**src/rtl/pipe_hazard_ctrl_if.sv**
```systemverilog
// Hazard controller bundle: ID/EX/MEM register info in, stall/forward controls out.
// Pure wiring, no latency of its own.
// Pipeline side (master) drives stage info; controller (slave) drives interlock outputs.
interface pipe_hazard_ctrl_if #(
  parameter int CNT_W = 32
);
  logic [4:0]       rs;
  logic [4:0]       rt;
  logic             use_rs;
  logic             use_rt;
  logic             ewreg;
  logic             em2reg;
  logic [4:0]       ern;
  logic             mwreg;
  logic             mm2reg;
  logic [4:0]       mrn;
  logic             md_start;
  logic             md_read;
  logic             stall_clr;
  logic             wpcir;
  logic             ebubble;
  logic [1:0]       fwda;
  logic [1:0]       fwdb;
  logic             md_busy;
  logic             md_done;
  logic [CNT_W-1:0] stall_cnt;

  modport master (
    output rs, rt, use_rs, use_rt, ewreg, em2reg, ern, mwreg, mm2reg, mrn,
           md_start, md_read, stall_clr,
    input  wpcir, ebubble, fwda, fwdb, md_busy, md_done, stall_cnt
  );

  modport slave (
    input  rs, rt, use_rs, use_rt, ewreg, em2reg, ern, mwreg, mm2reg, mrn,
           md_start, md_read, stall_clr,
    output wpcir, ebubble, fwda, fwdb, md_busy, md_done, stall_cnt
  );
endinterface

```
**src/rtl/pipe_hazard_ctrl.sv**
```systemverilog
// Interlock/forwarding controller: load-use and HI/LO stalls, ID forwarding selects, mult/div busy sequencer, stall counter.
// wpcir/ebubble/fwda/fwdb are combinational; md_busy/md_done/stall_cnt are registered (busy for MD_LAT cycles, done one cycle later).
// Backpressure: wpcir=0 freezes PC and IF/ID while ebubble drains ID/EX; a stalled md_start is simply re-presented.
module pipe_hazard_ctrl #(
  parameter int MD_LAT = 8,   // 2..16, total cycles the HI/LO unit stays occupied
  parameter int CNT_W  = 32
) (
  input logic               clk,
  input logic               rst_n,
  pipe_hazard_ctrl_if.slave hz
);

  typedef enum logic {
    IDLE = 1'b0,
    BUSY = 1'b1
  } md_state_t;

  md_state_t        state_q, state_d;
  logic [3:0]       cnt_q, cnt_d;
  logic             md_done_q, md_done_d;
  logic [CNT_W-1:0] stall_cnt_q, stall_cnt_d;

  logic             loaduse;
  logic             md_busy;
  logic             md_stall;
  logic             wpcir;

  // EX result beats MEM; register 0 is hard-wired zero and never forwarded.
  function automatic logic [1:0] fwd_sel(
    input logic [4:0] src,
    input logic       e_wreg,
    input logic       e_m2reg,
    input logic [4:0] e_rn,
    input logic       m_wreg,
    input logic       m_m2reg,
    input logic [4:0] m_rn
  );
    logic [1:0] sel;
    sel = 2'b00;
    if (e_wreg && !e_m2reg && (e_rn != 5'd0) && (e_rn == src)) begin
      sel = 2'b01;
    end else if (m_wreg && !m_m2reg && (m_rn != 5'd0) && (m_rn == src)) begin
      sel = 2'b10;
    end else if (m_wreg && m_m2reg && (m_rn != 5'd0) && (m_rn == src)) begin
      sel = 2'b11;
    end
    return sel;
  endfunction

  // Stall decision: a load in EX feeding ID, or any HI/LO access while the unit is occupied.
  always_comb begin
    md_busy  = (state_q == BUSY);
    loaduse  = hz.ewreg && hz.em2reg && (hz.ern != 5'd0) &&
               ((hz.use_rs && (hz.ern == hz.rs)) || (hz.use_rt && (hz.ern == hz.rt)));
    md_stall = md_busy && (hz.md_start || hz.md_read);
    wpcir    = !(loaduse || md_stall);
  end

  // Mult/div sequencer next state; a start is only taken when ID actually advances.
  always_comb begin
    state_d   = state_q;
    cnt_d     = cnt_q;
    md_done_d = 1'b0;
    case (state_q)
      IDLE: begin
        if (hz.md_start && wpcir) begin
          state_d = BUSY;
          cnt_d   = 4'(MD_LAT - 1);
        end
      end
      BUSY: begin
        if (cnt_q == 4'd0) begin
          state_d   = IDLE;
          md_done_d = 1'b1;
        end else begin
          cnt_d = cnt_q - 4'd1;
        end
      end
      default: state_d = IDLE;
    endcase
  end

  // Stall counter next value: clear wins, otherwise count frozen cycles and stick at all-ones.
  always_comb begin
    stall_cnt_d = stall_cnt_q;
    if (hz.stall_clr) begin
      stall_cnt_d = '0;
    end else if (!wpcir && !(&stall_cnt_q)) begin
      stall_cnt_d = stall_cnt_q + CNT_W'(1);
    end
  end

  // State registers; reset aborts any operation in flight without a done pulse.
  always_ff @(posedge clk or negedge rst_n) begin
    if (!rst_n) begin
      state_q     <= IDLE;
      cnt_q       <= 4'd0;
      md_done_q   <= 1'b0;
      stall_cnt_q <= '0;
    end else begin
      state_q     <= state_d;
      cnt_q       <= cnt_d;
      md_done_q   <= md_done_d;
      stall_cnt_q <= stall_cnt_d;
    end
  end

  assign hz.wpcir     = wpcir;
  assign hz.ebubble   = !wpcir;
  assign hz.fwda      = fwd_sel(hz.rs, hz.ewreg, hz.em2reg, hz.ern, hz.mwreg, hz.mm2reg, hz.mrn);
  assign hz.fwdb      = fwd_sel(hz.rt, hz.ewreg, hz.em2reg, hz.ern, hz.mwreg, hz.mm2reg, hz.mrn);
  assign hz.md_busy   = md_busy;
  assign hz.md_done   = md_done_q;
  assign hz.stall_cnt = stall_cnt_q;

endmodule

```
**src/flat_wrapper.sv**
```systemverilog
// flat-port wrapper written by rule: the top's interface ports become plain ports
module pipe_hazard_ctrl_flat 
#(
  parameter int MD_LAT = 8,                                                       
  parameter int CNT_W  = 32
)
  (clk, rst_n, hz_rs, hz_rt, hz_use_rs, hz_use_rt, hz_ewreg, hz_em2reg, hz_ern, hz_mwreg, hz_mm2reg, hz_mrn, hz_md_start, hz_md_read, hz_stall_clr, hz_wpcir, hz_ebubble, hz_fwda, hz_fwdb, hz_md_busy, hz_md_done, hz_stall_cnt);
  pipe_hazard_ctrl_if #(.CNT_W(CNT_W)) hz_i ();
  input logic clk;
  input logic rst_n;
  input wire logic [$bits(hz_i.rs)-1:0] hz_rs;
  input wire logic [$bits(hz_i.rt)-1:0] hz_rt;
  input wire logic [$bits(hz_i.use_rs)-1:0] hz_use_rs;
  input wire logic [$bits(hz_i.use_rt)-1:0] hz_use_rt;
  input wire logic [$bits(hz_i.ewreg)-1:0] hz_ewreg;
  input wire logic [$bits(hz_i.em2reg)-1:0] hz_em2reg;
  input wire logic [$bits(hz_i.ern)-1:0] hz_ern;
  input wire logic [$bits(hz_i.mwreg)-1:0] hz_mwreg;
  input wire logic [$bits(hz_i.mm2reg)-1:0] hz_mm2reg;
  input wire logic [$bits(hz_i.mrn)-1:0] hz_mrn;
  input wire logic [$bits(hz_i.md_start)-1:0] hz_md_start;
  input wire logic [$bits(hz_i.md_read)-1:0] hz_md_read;
  input wire logic [$bits(hz_i.stall_clr)-1:0] hz_stall_clr;
  output wire logic [$bits(hz_i.wpcir)-1:0] hz_wpcir;
  output wire logic [$bits(hz_i.ebubble)-1:0] hz_ebubble;
  output wire logic [$bits(hz_i.fwda)-1:0] hz_fwda;
  output wire logic [$bits(hz_i.fwdb)-1:0] hz_fwdb;
  output wire logic [$bits(hz_i.md_busy)-1:0] hz_md_busy;
  output wire logic [$bits(hz_i.md_done)-1:0] hz_md_done;
  output wire logic [$bits(hz_i.stall_cnt)-1:0] hz_stall_cnt;
  assign hz_i.rs = hz_rs;
  assign hz_i.rt = hz_rt;
  assign hz_i.use_rs = hz_use_rs;
  assign hz_i.use_rt = hz_use_rt;
  assign hz_i.ewreg = hz_ewreg;
  assign hz_i.em2reg = hz_em2reg;
  assign hz_i.ern = hz_ern;
  assign hz_i.mwreg = hz_mwreg;
  assign hz_i.mm2reg = hz_mm2reg;
  assign hz_i.mrn = hz_mrn;
  assign hz_i.md_start = hz_md_start;
  assign hz_i.md_read = hz_md_read;
  assign hz_i.stall_clr = hz_stall_clr;
  assign hz_wpcir = hz_i.wpcir;
  assign hz_ebubble = hz_i.ebubble;
  assign hz_fwda = hz_i.fwda;
  assign hz_fwdb = hz_i.fwdb;
  assign hz_md_busy = hz_i.md_busy;
  assign hz_md_done = hz_i.md_done;
  assign hz_stall_cnt = hz_i.stall_cnt;
  pipe_hazard_ctrl #(.MD_LAT(MD_LAT), .CNT_W(CNT_W)) u_core (.clk(clk), .rst_n(rst_n), .hz(hz_i));
endmodule
```
**config.mk**
```make
export PLATFORM = sky130hd
export DESIGN_NAME = pipe_hazard_ctrl_flat
export DESIGN_NICKNAME = d
export VERILOG_FILES = /design/src/rtl/pipe_hazard_ctrl_if.sv /design/src/rtl/pipe_hazard_ctrl.sv /design/src/flat_wrapper.sv
export SDC_FILE = /design/constraint.sdc
export NUM_CORES = 1
export LEC_CHECK = 0
export ABC_AREA = 1
export ABC_CLOCK_PERIOD_IN_PS = 2300
export CORE_MARGIN = 3
export CORE_UTILIZATION = 51
export DETAILED_ROUTE_END_ITERATION = 10
export PLACE_DENSITY_LB_ADDON = 0.3
export SLEW_MARGIN = 10
export SYNTH_ARGS = -nofsm -noshare
export SYNTH_HDL_FRONTEND = slang
export SYNTH_SLANG_ARGS = --single-unit
```
**constraint.sdc**
```tcl
create_clock -name clk -period 2.3 [get_ports clk]
set_clock_uncertainty 0.2 [all_clocks]
set_input_delay 0.23 -clock clk [delete_from_list [all_inputs] [get_ports clk]]
set_output_delay 0.23 -clock clk [all_outputs]
set_load 0.02 [all_outputs]
```
== Word level (Yosys, flattened, before mapping) ==
Cells that the tools add are included.

* Flip-flop bits (word level): 38
* Bits of input ports: 31
* Output and inout port bits: 40
* Logic and storage cells: 62

* $add $sub $neg: 2
* Equality and inequality tests: 6
* Mux-type cells: 16
* Bitwise gates (word level): 1
* Reduce and logical (&&, ||, !) cells: 33

{| class="wikitable"
|+ Operators with widths
! operator !! number
|-
| 32-bit 2-to-1 mux || 2
|-
| 32-bit by 1-bit adder with 32-bit output (second input constant) || 1
|-
| 32-bit AND reduction || 1
|-
| 5-bit equality test || 4
|-
| 1-bit logical AND || 20
|-
| 2-bit 2-to-1 mux || 6
|-
| 5-bit nonzero test || 2
|-
| 4-bit 2-to-1 mux || 2
|-
| 4-bit case mux with 2 select lines || 1
|-
| 1-bit zero test || 4
|-
| 4-bit zero test || 1
|-
| 1-bit 2-to-1 mux || 4
|-
| 4-bit by 1-bit subtractor with 4-bit output (second input constant) || 1
|-
| 1-bit logical OR || 3
|-
| 2-bit by 1-bit != test with 1-bit output (second input constant) || 1
|-
| 2-bit != test (second input constant) || 1
|-
| 1-bit case mux with 2 select lines || 1
|-
| 2-bit AND reduction || 1
|-
| 2-bit nonzero test || 1
|-
| 1-bit NOT || 1
|}

== Logic depth before layout (Yosys ltp) ==
* Depth in word-level cells: 9
* Mapped depth: 12
* Depth with buffers taken out: 11

== Worst setup path after synthesis ==
No wires, ideal clock.

* Kind: flip-flop to flip-flop
* Start: reg u_core.stall_cnt_q[0] (netlist: u_core.hz.stall_cnt[0])
* End: reg u_core.stall_cnt_q[29] (netlist: u_core.hz.stall_cnt[29])
* Setup time: 0.119 ns
* Arrival: 1.614 ns
* Data required time: 1.981 ns
* Setup slack: 0.367 ns
* Cell stages (with the launch flop): 10
* Path buffers: 1
* Clock period less this slack: 1.933 ns
* Cells stage by stage: dfrtp_1 > ha_1 > nand2_2 > nor2_1 > nand2_1 > nor2_2 > nand4_4 > buf_2 > nand4_1 > nand2_1

* Word-level cells in the longest chain between the ends: 4
* Elaborated cells between the ends (all ways): 7
* Classes of those cells: add/sub: 1; mux: 2; reduce/logical: 4

{| class="wikitable"
|+ RTL lines
! what !! line !! text
|-
| from (decl) || pipe_hazard_ctrl.sv:21 || <nowiki>logic [CNT_W-1:0] stall_cnt_q, stall_cnt_d;</nowiki>
|-
| from (signal assigned) || pipe_hazard_ctrl.sv:104 || <nowiki>stall_cnt_q <= stall_cnt_d;</nowiki>
|-
| branches (longest 4 deep; another with 32-bit by 1-bit adder with 32-bit output) || -- ||
|}

Parallel ways; which one is timed is not known. The select of a mux whose other input is x is not followed.
A chain may end at the register's enable or synchronous reset.

== Final worst setup path ==
* Start: in hz_rt[2]
* End: out hz_fwdb[1]

* Word-level cells in the longest chain between the ends: 5
* Elaborated cells between the ends (all ways): 8
* Classes of those cells: eq/ne: 2; mux: 3; reduce/logical: 3

{| class="wikitable"
|+ RTL lines
! what !! line !! text
|-
| from (decl) || flat_wrapper.sv:12 || <nowiki>input wire logic [$bits(hz_i.rt)-1:0] hz_rt;</nowiki>
|-
| 5-bit equality test || pipe_hazard_ctrl.sv:42, pipe_hazard_ctrl.sv:44 ||
|-
| 1-bit logical AND || pipe_hazard_ctrl.sv:44 || <nowiki>end else if (m_wreg && m_m2reg && (m_rn != 5'd0) && (m_rn == src)) begin</nowiki>
|-
| 2-bit 2-to-1 mux || pipe_hazard_ctrl.sv:44 ||
|-
| 2-bit 2-to-1 mux || pipe_hazard_ctrl.sv:42 || <nowiki>end else if (m_wreg && !m_m2reg && (m_rn != 5'd0) && (m_rn == src)) begin</nowiki>
|-
| 2-bit 2-to-1 mux (*) || pipe_hazard_ctrl.sv:40 || <nowiki>if (e_wreg && !e_m2reg && (e_rn != 5'd0) && (e_rn == src)) begin</nowiki>
|-
| to (decl) || flat_wrapper.sv:27 || <nowiki>output wire logic [$bits(hz_i.fwdb)-1:0] hz_fwdb;</nowiki>
|}

Every way passes the cells marked *; elsewhere a longest branch is shown, timed or not.

==> qor.csv <==
stage,metric,value,unit
layout,fillCellCount,537,
layout,final_common_cell,nand2_1,
grt,top_usage_layer,met2,
timing,max_freq,0.451,GHz
synth,synth.net_count,546,
die,fp.dieArea,0.00714,mm²
placement,port_buffers,70,
grt,grt_util_all_layers,0.268,
route,drc,0,
grt,met1_usage,0.370,
die,fp.dieH,84.5,µm
layout,final_cell_mix,"nand2_1 (181), inv_1 (69), clkdlybuf4s50_1 (62)",
clocking,cts_tree,done,
layout,num_antenna_cells,0,
route,vias_per_cell,5.38,
clocking,cts_root_buf,clkbuf_8,
layout,fin_util,0.714,
timing,setup_violations,0,
setup_path,worstPathRequired,1.87,ns
min_path,min_path_type,in -> async,
setup_path,crit_fanout,3,
synth,synth_seq_cells,38,
power_and_ir_drop,total_power,2.07,mW
timing,finalHoldViolations,0,
layout,nets,629,
die,initial_utilization,0.547,
route,vias,3594,
status,status,completed,
route,drt_pass1_iterations,5,
timing,rsz0062_at_grt,true,
power_and_ir_drop,powerDensity,506,mW/mm²
timing,slew-limit-headroom,0.429,
clocking,cts_made_buffers,5,
setup_path,reg2reg_depth,10,
timing,final_max_slew_viol_count,0,
layout,syn_to_final_growth,30.4,%
synth,netlist_instances,512,
synth,yosysSeqAreaShare,0.303,
timing,worstMarginPinSlew,0.857,ns
setup_path,end_kind,output pin,
route,ant_nets,0,
synth,avgSynthCellArea,6.14,µm²
die,ios,71,
job,maxCapViolCount,0,
clocking,postCtsSetupBuffers,0,
setup_path,arrival,1.79,ns
route,first_iter_violations,364,
timing,period_share,0.963,
clocking,cts.path.max_buffers,2,
setup_path,crit_type,in -> out,
grt,grt_pass1_wl,15800,µm
grt,grt-ovfl-total,0,
layout,regArea,951,µm²
grt,grt.met3_usage,0.0373,
die,rows,27,
synth,yosysUniqueCellTypes,26,
clocking,htreeDepth,2,
die,core,0.00574,mm²
route,routed_wl,9320,µm
grt,grt_max_degree,65,
power_and_ir_drop,p_leak,2.10,nW
clocking,cts_sinks,38,
timing,hold_ws,0.376,ns
synth,syn-cell-area,0.00314,mm²
placement,hpwl,7230,µm
die,dieWidth,84.5,µm
clocking,clk_latency,0.29,ns
placement,gp_congestion,0.978,
grt,grtUsageMet2,0.439,
grt,grt_pass1_vias,3403,
synth,yosysWarningCount,0,
layout,drive_above_1_share,0.0721,
route,wl_per_cell,14.0,µm
grt,antenna_found_initial,0,
clocking,clk_pin_slew,0.08,ns
layout,multi_input_area,0.00185,mm²
timing,finalCriticalPeriod,2.22,ns
power_and_ir_drop,ir_drop,0.000482,V
setup_path,crit_path_start_kind,primary input,
-- path summary, 6_finish.rpt --
path	start	to	slack, ns
min in group clk	u_core.cnt_q[3]	u_core.cnt_q[3]	0.38
setup reg to reg	u_core.hz.stall_cnt[5]	u_core.hz.stall_cnt[31]	0.21
hold reg to reg	u_core.cnt_q[3]	u_core.cnt_q[3]	0.38
max in group asynchronous	rst_n	u_core.hz.stall_cnt[0]	0.96
hold / removal	rst_n	u_core.hz.md_done	0.38
setup / recovery	hz_rt[2]	hz_fwdb[1]	0.08
-- critical path: stages --
cell and delay [ns]:
clkdlybuf4s50_1 0.48, buf_4 0.17, xor2_1 0.13, nor2_1 0.15, nand2_1 0.09, nor3_1 0.17
dlygate4sd2_1 0.36
-- kinds of logic after synthesis --
logic type	share of synthesized area
adder cells (fa/ha/maj)	0.0119
AO/OA/AOI/OAI	0.00757
buffers and inverters	0.110
flip-flops	0.303
XOR/XNOR	0.0613
AND/OR/NAND/NOR	0.506
-- registers in the layout (all words and copies together) (netlist names) --
register             flops
u_core.cnt_q             4
u_core.hz.stall_cnt     32
u_core.hz.md_done        1
u_core.hz.md_busy        1
-- cells in the mapped netlist --
| library cell | number | area share |
|---|---|---|
| a31oi_1 | 1 | 0.0020 |
| buf_1 | 3 | 0.0036 |
| buf_2 | 4 | 0.0064 |
| buf_6 | 3 | 0.011 |
| clkbuf_1 | 5 | 0.0060 |
| dfrtp_1 | 38 | 0.30 |
| ha_1 | 3 | 0.012 |
| inv_1 | 69 | 0.082 |
| inv_2 | 1 | 0.0012 |
| nand2_1 | 181 | 0.22 |
| nand2_2 | 2 | 0.0040 |
| nand2_4 | 1 | 0.0036 |
| nand3_1 | 58 | 0.092 |
| nand3b_1 | 1 | 0.0024 |
| nand4_1 | 41 | 0.082 |
| nand4_4 | 1 | 0.0068 |
| nor2_1 | 61 | 0.073 |
| nor2_2 | 3 | 0.0060 |
| nor3_1 | 6 | 0.0096 |
| nor3b_1 | 2 | 0.0048 |
| nor4_1 | 1 | 0.0020 |
| o21ai_0 | 1 | 0.0016 |
| o22ai_1 | 2 | 0.0040 |
| or2_2 | 2 | 0.0040 |
| xnor2_1 | 12 | 0.033 |
| xor2_1 | 10 | 0.028 |
-- repair_timing --
item,in CTS,in global routing
hold buffers,1,0
hold endpoints to repair,38,0
setup endpoints to repair,6,37
pin swaps,0,1
gates resized for setup,6,11
-- report_power, final --
part           internal (mW)  switching (mW)
Combinational          0.311           0.490
Clock                  0.242           0.238
Sequential             0.730          0.0625
-- per-layer routing --
layer  up-vias  wire, µm  part of all wire
li1       1798         -                 -
met1      1639      4150              0.45
met2       142      4350              0.47
met3        15       660             0.071
met4         0       155             0.017
met5         -         0                 0
-- layout make-up --
class                      instances  area share
multi-input combinational        389       0.451
sequential                        38       0.232
timing repair buffer              91       0.208
inverter                          70      0.0641
tap                               72      0.0220
clock buffer                       7      0.0211
clock inverter                     1     0.00122
-- stage by stage --
stage,instances,setup WS (ns),setup TNS [ns],instance area (µm²)
detailed placement,659,-0.246,-6.76,4010
CTS,668,0.0131,0,4100
floorplan,512,0.367,0,3140
global placement,659,-0.198,-4.40,4010
global route,668,-0.0211,-0.0631,4100
finish,668,0.0849,0,4100
Note: power is estimated with default switching activity, not from simulation.
